--- src/rtl/hwag_tooth_capture_if.sv ---
`timescale 1ns/1ps
`default_nettype none
// hwag_tooth_capture_if: control inputs and strobe/measurement outputs of the tooth capture stage.
// Rev 1.0
interface hwag_tooth_capture_if #(
   parameter int PCNT_WIDTH = 24,
   parameter int TCNT_WIDTH = 8
);
   logic                  srst;
   logic                  cap_in;
   logic                  edge_sel;
   logic                  tooth_stb;
   logic                  gap_stb;
   logic [PCNT_WIDTH-1:0] period;
   logic [TCNT_WIDTH-1:0] tooth_num;
   logic                  synced;
   logic                  err_stb;
   logic                  stall;

   modport master (
      output srst, cap_in, edge_sel,
      input  tooth_stb, gap_stb, period, tooth_num, synced, err_stb, stall
   );

   modport slave (
      input  srst, cap_in, edge_sel,
      output tooth_stb, gap_stb, period, tooth_num, synced, err_stb, stall
   );
endinterface
`default_nettype wire

--- src/rtl/hwag_tooth_capture.sv ---
`timescale 1ns/1ps
`default_nettype none
// hwag_tooth_capture: crank input sync/filter, tooth period measurement, gap search and sync tracking.
// Rev 1.0
module hwag_tooth_capture #(
   parameter int PCNT_WIDTH = 24,
   parameter int TCNT_WIDTH = 8,
   parameter int FILT_LEN   = 3,
   parameter int TEETH      = 58
) (
   input  logic                 clk,
   input  logic                 rst,
   hwag_tooth_capture_if.slave  cap_if
);

   localparam int                    C_RCNT_W     = (FILT_LEN > 1) ? $clog2(FILT_LEN) : 1;
   localparam logic [C_RCNT_W-1:0]   C_RUN_LAST   = C_RCNT_W'(FILT_LEN - 1);
   localparam logic [PCNT_WIDTH-1:0] C_PCNT_MAX   = '1;
   localparam logic [PCNT_WIDTH-1:0] C_PCNT_PRE   = C_PCNT_MAX - 1'b1;
   localparam logic [TCNT_WIDTH-1:0] C_LAST_TOOTH = TCNT_WIDTH'(TEETH - 1);

   typedef enum logic [1:0] {
      ST_UNSYNC = 2'd0,
      ST_SEEK   = 2'd1,
      ST_VERIFY = 2'd2,
      ST_SYNCED = 2'd3
   } state_t;

   logic                  ff1_q, ff2_q;
   logic                  lvl_q, lvl_d;
   logic                  lvl_dly_q;
   logic [C_RCNT_W-1:0]   run_q, run_d;
   state_t                state_q, state_d;
   logic [PCNT_WIDTH-1:0] pcnt_q, pcnt_d;
   logic [PCNT_WIDTH-1:0] period_q, period_d;
   logic [PCNT_WIDTH-1:0] prev_period_q, prev_period_d;
   logic                  prev_valid_q, prev_valid_d;
   logic [TCNT_WIDTH-1:0] tooth_q, tooth_d;
   logic                  stall_q, stall_d;
   logic                  synced_q, synced_d;
   logic                  tooth_stb_q, tooth_stb_d;
   logic                  gap_stb_q, gap_stb_d;
   logic                  err_stb_q, err_stb_d;

   logic                  w_edge;
   logic                  w_is_gap;
   logic [PCNT_WIDTH-1:0] w_pinc;

   // The synchroniser survives srst so a level already present on the pin is not lost.
   always_ff @(posedge clk or posedge rst) begin
      if (rst) begin
         ff1_q <= 1'b0;
         ff2_q <= 1'b0;
      end else begin
         ff1_q <= cap_if.cap_in;
         ff2_q <= ff1_q;
      end
   end

   always_comb begin
      lvl_d = lvl_q;
      run_d = run_q;
      if (ff2_q != lvl_q) begin
         if (run_q == C_RUN_LAST) begin
            lvl_d = ff2_q;
            run_d = '0;
         end else begin
            run_d = run_q + 1'b1;
         end
      end else begin
         run_d = '0;
      end
   end

   assign w_edge   = (lvl_q != lvl_dly_q) && (lvl_q != cap_if.edge_sel);
   assign w_pinc   = (pcnt_q == C_PCNT_MAX) ? C_PCNT_MAX : pcnt_q + 1'b1;
   // Widened compare so 2*prev_period can never wrap.
   assign w_is_gap = prev_valid_q && ({1'b0, w_pinc} > {prev_period_q, 1'b0});

   always_comb begin
      state_d       = state_q;
      pcnt_d        = w_pinc;
      period_d      = period_q;
      prev_period_d = prev_period_q;
      prev_valid_d  = prev_valid_q;
      tooth_d       = tooth_q;
      stall_d       = stall_q;
      tooth_stb_d   = 1'b0;
      gap_stb_d     = 1'b0;
      err_stb_d     = 1'b0;

      if (w_edge) begin
         pcnt_d        = '0;
         period_d      = w_pinc;
         prev_period_d = w_pinc;
         prev_valid_d  = 1'b1;
         tooth_stb_d   = 1'b1;
         stall_d       = 1'b0;
         case (state_q)
            ST_UNSYNC: begin
               prev_valid_d = 1'b0;
               tooth_d      = '0;
               state_d      = ST_SEEK;
            end
            ST_SEEK: begin
               tooth_d = '0;
               if (w_is_gap) begin
                  gap_stb_d = 1'b1;
                  state_d   = ST_VERIFY;
               end
            end
            default: begin
               if (w_is_gap) begin
                  gap_stb_d = 1'b1;
                  tooth_d   = '0;
                  if (tooth_q == C_LAST_TOOTH) begin
                     state_d = ST_SYNCED;
                  end else begin
                     err_stb_d = 1'b1;
                     state_d   = ST_VERIFY;
                  end
               end else if (tooth_q >= C_LAST_TOOTH) begin
                  err_stb_d = 1'b1;
                  tooth_d   = '0;
                  state_d   = ST_SEEK;
               end else begin
                  tooth_d = tooth_q + 1'b1;
               end
            end
         endcase
      end else if (pcnt_q == C_PCNT_PRE) begin
         // Counter is about to saturate: engine considered stopped.
         stall_d   = 1'b1;
         err_stb_d = (state_q == ST_VERIFY) || (state_q == ST_SYNCED);
         state_d   = ST_UNSYNC;
      end

      synced_d = (state_d == ST_SYNCED);
   end

   always_ff @(posedge clk or posedge rst) begin
      if (rst) begin
         lvl_q         <= 1'b0;
         lvl_dly_q     <= 1'b0;
         run_q         <= '0;
         state_q       <= ST_UNSYNC;
         pcnt_q        <= '0;
         period_q      <= '0;
         prev_period_q <= '0;
         prev_valid_q  <= 1'b0;
         tooth_q       <= '0;
         stall_q       <= 1'b0;
         synced_q      <= 1'b0;
         tooth_stb_q   <= 1'b0;
         gap_stb_q     <= 1'b0;
         err_stb_q     <= 1'b0;
      end else if (cap_if.srst) begin
         lvl_q         <= 1'b0;
         lvl_dly_q     <= 1'b0;
         run_q         <= '0;
         state_q       <= ST_UNSYNC;
         pcnt_q        <= '0;
         period_q      <= '0;
         prev_period_q <= '0;
         prev_valid_q  <= 1'b0;
         tooth_q       <= '0;
         stall_q       <= 1'b0;
         synced_q      <= 1'b0;
         tooth_stb_q   <= 1'b0;
         gap_stb_q     <= 1'b0;
         err_stb_q     <= 1'b0;
      end else begin
         lvl_q         <= lvl_d;
         lvl_dly_q     <= lvl_q;
         run_q         <= run_d;
         state_q       <= state_d;
         pcnt_q        <= pcnt_d;
         period_q      <= period_d;
         prev_period_q <= prev_period_d;
         prev_valid_q  <= prev_valid_d;
         tooth_q       <= tooth_d;
         stall_q       <= stall_d;
         synced_q      <= synced_d;
         tooth_stb_q   <= tooth_stb_d;
         gap_stb_q     <= gap_stb_d;
         err_stb_q     <= err_stb_d;
      end
   end

   assign cap_if.tooth_stb = tooth_stb_q;
   assign cap_if.gap_stb   = gap_stb_q;
   assign cap_if.period    = period_q;
   assign cap_if.tooth_num = tooth_q;
   assign cap_if.synced    = synced_q;
   assign cap_if.err_stb   = err_stb_q;
   assign cap_if.stall     = stall_q;

endmodule
`default_nettype wire

--- src/flat_wrapper.sv ---
// flat-port wrapper written by rule: the top's interface ports become plain ports
module hwag_tooth_capture_flat 
#(
   parameter int PCNT_WIDTH = 24,
   parameter int TCNT_WIDTH = 8,
   parameter int FILT_LEN   = 3,
   parameter int TEETH      = 58
)
  (clk, rst, cap_if_srst, cap_if_cap_in, cap_if_edge_sel, cap_if_tooth_stb, cap_if_gap_stb, cap_if_period, cap_if_tooth_num, cap_if_synced, cap_if_err_stb, cap_if_stall);
  hwag_tooth_capture_if #(.PCNT_WIDTH(PCNT_WIDTH), .TCNT_WIDTH(TCNT_WIDTH)) cap_if_i ();
  input  logic clk;
  input  logic rst;
  input wire logic [$bits(cap_if_i.srst)-1:0] cap_if_srst;
  input wire logic [$bits(cap_if_i.cap_in)-1:0] cap_if_cap_in;
  input wire logic [$bits(cap_if_i.edge_sel)-1:0] cap_if_edge_sel;
  output wire logic [$bits(cap_if_i.tooth_stb)-1:0] cap_if_tooth_stb;
  output wire logic [$bits(cap_if_i.gap_stb)-1:0] cap_if_gap_stb;
  output wire logic [$bits(cap_if_i.period)-1:0] cap_if_period;
  output wire logic [$bits(cap_if_i.tooth_num)-1:0] cap_if_tooth_num;
  output wire logic [$bits(cap_if_i.synced)-1:0] cap_if_synced;
  output wire logic [$bits(cap_if_i.err_stb)-1:0] cap_if_err_stb;
  output wire logic [$bits(cap_if_i.stall)-1:0] cap_if_stall;
  assign cap_if_i.srst = cap_if_srst;
  assign cap_if_i.cap_in = cap_if_cap_in;
  assign cap_if_i.edge_sel = cap_if_edge_sel;
  assign cap_if_tooth_stb = cap_if_i.tooth_stb;
  assign cap_if_gap_stb = cap_if_i.gap_stb;
  assign cap_if_period = cap_if_i.period;
  assign cap_if_tooth_num = cap_if_i.tooth_num;
  assign cap_if_synced = cap_if_i.synced;
  assign cap_if_err_stb = cap_if_i.err_stb;
  assign cap_if_stall = cap_if_i.stall;
  hwag_tooth_capture #(.PCNT_WIDTH(PCNT_WIDTH), .TCNT_WIDTH(TCNT_WIDTH), .FILT_LEN(FILT_LEN), .TEETH(TEETH)) u_core (.clk(clk), .rst(rst), .cap_if(cap_if_i));
endmodule
--- config.mk ---
export PLATFORM = sky130hd
export DESIGN_NAME = hwag_tooth_capture_flat
export DESIGN_NICKNAME = d
export VERILOG_FILES = /design/src/rtl/hwag_tooth_capture_if.sv /design/src/rtl/hwag_tooth_capture.sv /design/src/flat_wrapper.sv
export SDC_FILE = /design/constraint.sdc
export NUM_CORES = 1
export LEC_CHECK = 0
export ABC_AREA = 0
export CAP_MARGIN = 20
export CORE_UTILIZATION = 35
export DETAILED_ROUTE_END_ITERATION = 10
export MAX_ROUTING_LAYER = met4
export SETUP_SLACK_MARGIN = 0.15
export SYNTH_ARGS = -nofsm -noshare
export SYNTH_HDL_FRONTEND = slang
export SYNTH_SLANG_ARGS = --single-unit
--- constraint.sdc ---
create_clock -name clk -period 3.6 [get_ports clk]
set_clock_uncertainty 0.1 [all_clocks]
set_input_delay 0.54 -clock clk [delete_from_list [all_inputs] [get_ports clk]]
set_output_delay 0.54 -clock clk [all_outputs]
set_load 0.05 [all_outputs]
==> flow_metrics.py <==
metrics = {
    "drt": {
        "viasPerCell": 5.05,
        "ant_nets": 0,
        "vias": 3394,
        "routed_wl_um": 10100,
        "dr.pass1.iters": 4,
        "drc_errors": 0,
        "wl_per_cell_um": 15.0,
        "dr.first_iter.drc_count": 137,
    },
    "logic_synthesis": {
        "synth_area_mm2": 0.00391,
        "ys.flop_type": "dfrtp_1",
        "synth_async_sr_flop_share_pct": 100,
        "synth_top_area_share_pct": 44.8,
        "syn-num-nets": 459,
        "syn_inst": 426,
        "synth_area_per_cell_um2": 9.18,
        "yosysUniqueCellTypes": 53,
        "ys_top_cells_by_area": "dfrtp_1 45%, ha_1 9.0%, nor2_1 6.6%, inv_1 4.5%, a211oi_1 3.5%",
        "synth_seq_cells": 70,
        "synth_edf_count": 0,
        "synth_area_leader_cell": "dfrtp_1",
        "synth_warnings": 0,
        "ys_seq_area_share_pct": 44.8,
    },
    "power_and_ir_drop": {
        "power_frac_seq_pct": 46.9,
        "peakVddDrop_mv": 0.187,
        "internal_power_uw": 1320,
        "pwr-share-comb_pct": 8.5,
        "sw_frac_of_total_pct": 23.3,
        "leakagePower_uw": 0.00249,
        "p_switching_uw": 399,
        "powerDensity_mw_per_mm2": 322,
        "clkPwrFrac_pct": 44.6,
    },
    "cts": {
        "cts_tree": "done",
        "numCtsBuffers": 9,
        "clock_latency_ns": 0.36,
        "htree_levels": 3,
        "ctsHoldBuffers": 0,
        "clockRootBuffer": "clkbuf_8",
        "clock_sinks": 70,
        "clk_pin_slew_ns": 0.08,
        "clk_path_buf_depth": 2,
    },
    "sta": {
        "finalCritPeriodShare_pct": 95.6,
        "fin_crit_ns": 3.44,
        "hold_ws_ns": 0.261,
        "slew_violations": 0,
        "relSlewSlack_pct": 53.5,
        "worstMarginPinSlew_ns": 0.692,
        "grt_setup_unrepaired": "yes",
        "setup_viol": 0,
        "finalHoldViolations": 0,
        "max_freq_mhz": 290,
    },
    "setup_path": {
        "crit_path_max_fanout": 8,
        "crit_chain": "nand4_4, nor4b_4, buf_4, nand2_1, xnor2_1, nor2_1, inv_1, ha_1, nand4_1, buf_4, buf_4, a21oi_2, o31ai_2, a21o_2, buf_4, a2111oi_2",
        "critPathTopFamily": "simple AND/OR/NAND/NOR gates",
        "max_stage_delay_ns": 0.41,
        "worstSetupPathType": "reg -> reg",
        "critPathBufInv": 5,
        "arrival_ns": 3.60,
        "critPathLaunchType": "flop",
        "slowest_stage": "dfrtp_1",
        "cp.required_ns": 3.75,
        "crit_path_end_kind": "flop",
        "crit_path_frequent_cell": "buf_4",
    },
    "floorplanning": {
        "core_mm2": 0.0108,
        "fp.dieW_um": 108,
        "pin_count": 42,
        "initial_utilization_pct": 36.1,
        "die_y_um": 108,
        "die_area_mm2": 0.0116,
        "rows": 38,
    },
    "job": {
        "maxCapViolCount": 0,
    },
    "worst_hold_path": {
        "hold_class": "reg -> reg",
    },
    "final_layout": {
        "drive_above_1_share_pct": 22.9,
        "area_growth_pct": 36.0,
        "final_util_pct": 49.0,
        "final_common_cell": "dfrtp_1",
        "finalNetCount": 560,
        "layout_common_cells": "70 x dfrtp_1, 65 x nor2_1, 63 x buf_4",
        "num_antenna_cells": 0,
    },
    "global_routing": {
        "grt.total_usage_pct": 18.7,
        "antenna_found_initial": 0,
        "grt_overflow": 0,
        "grt_max_degree": 39,
        "grt_pass1_vias": 3293,
        "grt_pass1_wl_um": 16300,
    },
    "placed_design": {
        "dp_hpwl_um": 7170,
        "numPortBuffers": 41,
        "place.gp.congestion": 0.859,
    },
    "run_status": {
        "status": "completed",
    },
}
==> final timing paths <==
path,end,startpoint,depth (start not counted),slack (ns)
worst max-delay path,u_core.cap_if.err_stb$_DFF_PP0_,u_core.pcnt_q[7]$_DFF_PP0_,16,0.16
worst min-delay path,u_core.ff2_q$_DFF_PP0_,u_core.ff1_q$_DFF_PP0_,0,0.26
worst max register to register,u_core.cap_if.err_stb$_DFF_PP0_,u_core.pcnt_q[7]$_DFF_PP0_,16,0.16
worst min register to register,u_core.ff2_q$_DFF_PP0_,u_core.ff1_q$_DFF_PP0_,0,0.26
max in group asynchronous,u_core.prev_valid_q$_DFFE_PP0N_,rst,3,2.19
min in group asynchronous,u_core.pcnt_q[9]$_DFF_PP0_,rst,2,0.46
==> cells by family after synthesis <==
kind of cell	synth area share [%]
fa+ha+maj	8.96
flops	44.8
buf+inv	6.24
simple gates	22.6
mux	0.512
compound gates	14.0
xor+xnor	2.91
==> cell usage after synthesis, types with 4 or more instances <==
| cell | count |
|---|---|
| dfrtp_1 | 70 |
| nand2b_1 | 5 |
| o21a_1 | 4 |
| a21oi_1 | 17 |
| nor2_1 | 69 |
| nand2_1 | 26 |
| inv_1 | 47 |
| a31oi_1 | 7 |
| ha_1 | 28 |
| nor3_1 | 9 |
| xor2_1 | 4 |
| nand3_1 | 13 |
| and2_1 | 14 |
| o21ai_0 | 12 |
| xnor2_1 | 9 |
| nand4_1 | 9 |
| a211oi_1 | 18 |
| clkbuf_1 | 11 |
==> registers in the layout, indices dropped and copies added (netlist names) <==
name / flops
u_core.cap_if.stall: 1
u_core.cap_if.err_stb: 1
u_core.cap_if.tooth_num: 8
u_core.cap_if.period: 24
u_core.ff1_q: 1
u_core.cap_if.tooth_stb: 1
u_core.cap_if.synced: 1
u_core.pcnt_q: 24
u_core.lvl_dly_q: 1
u_core.ff2_q: 1
u_core.cap_if.gap_stb: 1
u_core.run_q: 2
u_core.lvl_q: 1
u_core.state_q: 2
u_core.prev_valid_q: 1
==> metrics by stage <==
step / TNS, ns / cell area (um2) / setup WS, ns / instances / total power [uW]
after floorplan: 0 / 3920 / 0.189 / 426 / 899
after global placement: -0.137 / 4780 / -0.0391 / 638 / 944
after detailed placement: -0.213 / 4780 / -0.0653 / 638 / 945
after CTS: 0 / 5170 / 0.163 / 667 / 1720
after global routing: -0.106 / 5320 / -0.0333 / 672 / 1780
final: 0 / 5320 / 0.157 / 672 / 1710
==> layer usage <==
metal	global-route usage [%]	wire, um
met4	7.14	161
met5	-	0
met2	29.0	4980
met3	3.57	333
met1	24.3	4580
==> area by class of cell <==
type | instances | area, um2
timing repair buffer | 105 | 895
multi-input combinational | 294 | 2080
clock buffer | 11 | 131
clock inverter | 5 | 108
fill | 1002 | 5520
inverter | 47 | 176
sequential | 70 | 1750
tap | 140 | 175
==> power by group through the flow <==
stage          combinational, uW  clock [uW]  sequential (uW)
2_1_floorplan               66.6           0              832
3_3_place_gp                 125           0              819
3_5_place_dp                 126           0              820
4_1_cts                      140         781              804
5_1_grt                      160         819              805
6_report                     145         765              804
==> timing repair <==
item,4_1_cts,5_1_grt
resized for setup,16,27
endpoints found under the setup margin,11,11
endpoints found under the hold margin,0,0
pin swaps,9,22
buffers inserted,13,5
(Power assumes the default switching activity.)
